File: src/rtl/frogger_pkg.sv
// Shared types and helpers for the frogger game-state logic.
package frogger_pkg;

  typedef enum logic [2:0] {ALIVE, DYING, SCORED, WON, LOST} state_t;

  localparam int NUM_SLOTS_DEF      = 5;
  localparam int LIVES_DEF          = 3;
  localparam int RESPAWN_FRAMES_DEF = 60;

  // Bits needed to hold 0..maxval, never less than one.
  function automatic int cnt_w(input int maxval);
    int w;
    w = $clog2(maxval + 1);
    return (w < 1) ? 1 : w;
  endfunction

endpackage

File: src/rtl/frame_counter.sv
// Counts frame ticks while enabled; done fires on the tick that reaches TERM,
// and the count wraps to zero on that same edge.
module frame_counter
  import frogger_pkg::*;
#(
  parameter int TERM = RESPAWN_FRAMES_DEF,
  parameter int W    = cnt_w(TERM)
) (
  input  logic         clk,
  input  logic         rst,
  input  logic         clr,
  input  logic         en,
  input  logic         tick,
  output logic [W-1:0] count,
  output logic         done
);

  assign done = en & tick & (count == W'(TERM - 1));

  always_ff @(posedge clk) begin
    if (rst || clr)      count <= '0;
    else if (en && tick) count <= done ? '0 : count + 1'b1;
  end

endmodule

File: src/rtl/frog_collision_fsm.sv
// Frog collision and game-state controller: pixel collision detect, lives,
// pond slots, death/respawn sequencing. Optional life timer: FROG_TIMER_EN.
module frog_collision_fsm
  import frogger_pkg::*;
#(
  parameter int NUM_HAZ        = 115,
  parameter int NUM_SLOTS      = NUM_SLOTS_DEF,
  parameter int LIVES          = LIVES_DEF,
  parameter int RESPAWN_FRAMES = RESPAWN_FRAMES_DEF,
  parameter int TIME_FRAMES    = 1800
) (
  input  logic                        clk,
  input  logic                        rst,
  input  logic                        frame_tick,
  input  logic                        frog,
  input  logic                        border,
  input  logic [NUM_HAZ-1:0]          traffic,
  input  logic [NUM_SLOTS-1:0]        end_zone,
  output logic                        win,
  output logic                        game_over,
  output logic                        hit,
  output logic                        score_pulse,
  output logic                        respawn,
  output logic [cnt_w(LIVES)-1:0]     lives,
  output logic [NUM_SLOTS-1:0]        slots_filled
`ifdef FROG_TIMER_EN
  ,
  output logic [cnt_w(TIME_FRAMES)-1:0] time_left
`endif
);

  localparam int LW = cnt_w(LIVES);

  state_t               state, state_n;
  logic [LW-1:0]        lives_n;
  logic [NUM_SLOTS-1:0] slots_n, open_vec, low_slot;
  logic                 hit_n, score_n, resp_n;
  logic                 squish, open_hit, dup_hit, death;
  logic                 dly_en, dly_done;
  logic [cnt_w(RESPAWN_FRAMES)-1:0] unused_dly_cnt;

  assign squish   = frog & (border | (|traffic));
  assign open_vec = end_zone & ~slots_filled;
  // Isolate the lowest set bit: only one slot is claimed per landing.
  assign low_slot = open_vec & (~open_vec + NUM_SLOTS'(1));
  assign open_hit = frog & (|open_vec);
  assign dup_hit  = frog & (|(end_zone & slots_filled));
  assign dly_en   = (state == DYING) || (state == SCORED);

  frame_counter #(.TERM(RESPAWN_FRAMES)) u_dly (
    .clk   (clk),
    .rst   (rst),
    .clr   (!dly_en),
    .en    (dly_en),
    .tick  (frame_tick),
    .count (unused_dly_cnt),
    .done  (dly_done)
  );

`ifdef FROG_TIMER_EN
  localparam int TW = cnt_w(TIME_FRAMES);
  logic          alive, timeout;
  logic [TW-1:0] tmr_cnt;

  assign alive = (state == ALIVE);

  // Held clear outside ALIVE, so each life starts from a fresh budget.
  frame_counter #(.TERM(TIME_FRAMES)) u_tmr (
    .clk   (clk),
    .rst   (rst),
    .clr   (!alive),
    .en    (alive),
    .tick  (frame_tick),
    .count (tmr_cnt),
    .done  (timeout)
  );

  assign time_left = TW'(TIME_FRAMES) - tmr_cnt;
  assign death     = squish | dup_hit | timeout;
`else
  localparam int unused_time_frames = TIME_FRAMES;
  assign death = squish | dup_hit;
`endif

  always_ff @(posedge clk) begin
    if (rst) begin
      state        <= ALIVE;
      lives        <= LW'(LIVES);
      slots_filled <= '0;
      hit          <= 1'b0;
      score_pulse  <= 1'b0;
      respawn      <= 1'b0;
      win          <= 1'b0;
      game_over    <= 1'b0;
    end else begin
      state        <= state_n;
      lives        <= lives_n;
      slots_filled <= slots_n;
      hit          <= hit_n;
      score_pulse  <= score_n;
      respawn      <= resp_n;
      win          <= (state_n == WON);
      game_over    <= (state_n == LOST);
    end
  end

  always_comb begin
    state_n = state;
    case (state)
      ALIVE: begin
        if (open_hit)   state_n = (&(slots_filled | low_slot)) ? WON : SCORED;
        else if (death) state_n = (lives == LW'(1)) ? LOST : DYING;
      end
      DYING, SCORED: if (dly_done) state_n = ALIVE;
      default:       state_n = state;
    endcase
  end

  always_comb begin
    lives_n = lives;
    slots_n = slots_filled;
    hit_n   = 1'b0;
    score_n = 1'b0;
    resp_n  = 1'b0;
    case (state)
      ALIVE: begin
        if (open_hit) begin
          slots_n = slots_filled | low_slot;
          score_n = 1'b1;
        end else if (death) begin
          hit_n   = 1'b1;
          lives_n = lives - LW'(1);
        end
      end
      DYING, SCORED: resp_n = dly_done;
      LOST:          lives_n = '0;
      default:       ;
    endcase
  end

endmodule
File: config.mk
export PLATFORM = sky130hd
export DESIGN_NAME = frog_collision_fsm
export DESIGN_NICKNAME = d
export VERILOG_FILES = /design/src/rtl/frogger_pkg.sv /design/src/rtl/frame_counter.sv /design/src/rtl/frog_collision_fsm.sv
export SDC_FILE = /design/constraint.sdc
export NUM_CORES = 1
export LEC_CHECK = 0
export BUFFER_PORTS_ARGS = -buffer_cell sky130_fd_sc_hd__buf_4
export CAP_MARGIN = 40
export CORE_MARGIN = 8
export CORE_UTILIZATION = 25
export CTS_BUF_LIST = sky130_fd_sc_hd__clkbuf_16
export CTS_CLUSTER_SIZE = 28
export DETAILED_ROUTE_END_ITERATION = 7
export PLACE_DENSITY = 0.74
export SKIP_CTS_REPAIR_TIMING = 1
export SYNTH_ARGS = -nofsm -noshare
export SYNTH_HDL_FRONTEND = slang
export SYNTH_HIERARCHICAL = 1
export SYNTH_SLANG_ARGS = --single-unit
File: constraint.sdc
create_clock -name clk -period 2.1 [get_ports clk]
set_clock_uncertainty 0.1 [all_clocks]
set_input_delay 0.525 -clock clk [delete_from_list [all_inputs] [get_ports clk]]
set_output_delay 0.525 -clock clk [all_outputs]
set_load 0.01 [all_outputs]
==> reports/results.ini <==
[pwr]
power_w = 0.001144
vdd_drop_max_uv = 233.9
leakage_nw = 1.183
power_density_mw_per_mm2 = 436.9

[placement]
place.port_buffers = 136
post-place-ws_ns = -0.2444
post_dp_cell_area_mm2 = 0.002490
routabilityCongestion = 0.8694
hpwl_um = 5357
placed_cells = 373

[timing]
rsz0062_at_grt = true
finalSetupViolations = 0
period_minus_slack_ns = 1.985
worstMarginPinSlew_ns = 0.2767
max_freq_mhz = 503.8
hold_viol = 0
layout_setup_ws_ns = 0.1150
slew_headroom = 0.8138
slew_violations = 0
fin_crit_sh = 0.9453

[synthesis]
synth_top_family_by_area = simple AND/OR/NAND/NOR gates
synth_edf_count = 0
yosys.area_share.simple = 0.4186
syn-cell-area_mm2 = 0.001306
ys_types = 43
async_flop_share = 0
avgSynthCellArea_um2 = 8.267
yosys_warnings = 6
synth_nets = 285
syn_inst = 158
synth.area.top_cells = dfxtp_1, nor4_1, nand4_1
synthFlopType = dfxtp_1
synthMuxAreaShare = 0.01149
synth_top_area_share = 0.3218
synth_compound_area_frac = 0.1992
synthAdderAreaFrac = 0.01916
synth_seq_cells = 21
synth_area_leader_cell = dfxtp_1
yosysSeqAreaShare = 0.3218
synth_xor_area_frac = 0.006705

[critical_path]
critical-path-top-delay-family = simple AND/OR/NAND/NOR gates
endpoint_kind = register
required_ns = 2.14
slowest_delay_ns = 0.36
cp_cell_sequence = buf_4, nor4_1, nand4_1, nor4_4, a21oi_1, nor2b_1, a211o_1
startpoint_type = input port
path_class = input port to register
cp_num_buf_inv = 1
arrival_ns = 2.03
critPathMaxFanout = 3
crit_path_top_delay_cell = nor4_4

[layout]
fillers = 514
fin_area_mm2 = 0.002618
antenna_cells = 0
fin_cells = 377
area_growth_pct = 100.4
nNetsFinal = 435
final_cell_mix = buf_4, nor4_1, dfxtp_1
drive_above_1_share = 0.5505
final_common_cell = buf_4

[floorplanning]
dieArea_mm2 = 0.007794
start_util = 0.2574
io_pins = 137
core_mm2 = 0.005075
rows = 26
die_y_um = 88.29
die_w_um = 88.29

[clock_tree]
root_buffer = clkbuf_16
cts_sinks = 21
htreeDepth = 1
cts_buffers = 3
clk_pin_slew_worst_paths_ns = 0.06
cts_buffer_depth = 2
clock_latency_ns = 0.25
cts_tree = yes

[global_routing]
grt_pass1_vias = 2050
antenna_found_initial = 0
grt_first_pass_wirelength_um = 9287
grt_util_all_layers = 0.1537
gr-total-overflow = 0
grt_max_degree = 15

[hold_path]
hp-class = register to register

[detailed_routing]
drc = 0
dr.pass1.iters = 4
vias_per_cell = 5.000
wirelength_um = 6077
drtIter0Drc = 43
dr_total_vias = 1885
ant_nets = 0
routedWlPerCell_um = 16.12

[outcome]
status = completed

[flow_run]
drv_cap = 0

tightest hold or removal path: stages (launching register included):
cell and delay, ns:
dfxtp_1 0.33, nand2_1 0.06, a21oi_1 0.06
power breakdown:
part           switching (W)  internal [W]
logic               0.000108      0.000213
clock network       0.000145      0.000254
registers          0.0000118      0.000411
worst paths after layout:
kind                            slack (ns)  cells after the start                         start                           to
worst max-delay path                  0.11                      7                   traffic[53]        lives[0]$_SDFFE_PP1P_
worst min-delay path                  0.39                      2   u_dly/count[1]$_SDFFE_PP0P_  u_dly/count[1]$_SDFFE_PP0P_
worst max register to register        0.11                      5  slots_filled[2]$_SDFFE_PP0P_         game_over$_SDFF_PP0_
worst min register to register        0.39                      2   u_dly/count[1]$_SDFFE_PP0P_  u_dly/count[1]$_SDFFE_PP0P_
routing by layer:
metal / routed length (um) / global-route usage
met5: 0 / 0
met4: 102 / 0.05684
met3: 585 / 0.06500
met2: 3269 / 0.2926
met1: 2120 / 0.1409
logic make-up after synthesis:
logic type	after synthesis
buffers and inverters	8
xor gates and xnor gates	1
and+or+nand+nor	87
muxes	1
AOI/OAI and AO/OA	38
adders and majority gates	2
DFF	21
cell usage after synthesis (3+ instances only):
library cell and count:
nand2b_1 3, a31oi_1 4, nor4_1 28, nand4_1 9, nor2_1 9, inv_1 6, dfxtp_1 21, a211oi_1 4
a21oi_1 11, nand2_1 11, nand3_1 5, o21ai_0 5
metrics by stage:
step | TNS, ns | hold slack [ns] | utilization
finish | 0 | 0.3915 | 0.5158
global route | -0.06886 | 0.4275 | 0.5158
CTS | 0 | 0.3912 | 0.5062
detailed placement | -1.065 | 0.3838 | 0.4906
global placement | -0.9038 | 0.3775 | 0.4906
floorplan | 0 | 0.3618 | -
registers in the layout, summed over array words and instances (netlist names):
signal / cells
u_dly/count: 6
slots_filled: 5
state: 3
lives: 2
game_over: 1
hit: 1
respawn: 1
score_pulse: 1
win: 1
layout make-up:
type | count | area, um^2 | share of cell area
Sequential cell | 21 | 420.4 | 0.1606
Timing Repair Buffer | 147 | 1104 | 0.4216
Multi-Input combinational cell | 129 | 904.6 | 0.3456
Clock inverter | 1 | 3.754 | 0.001434
Clock buffer | 3 | 75.07 | 0.02868
Tap cell | 70 | 87.58 | 0.03346
Inverter | 6 | 22.52 | 0.008604
(Power assumes the default switching activity.)
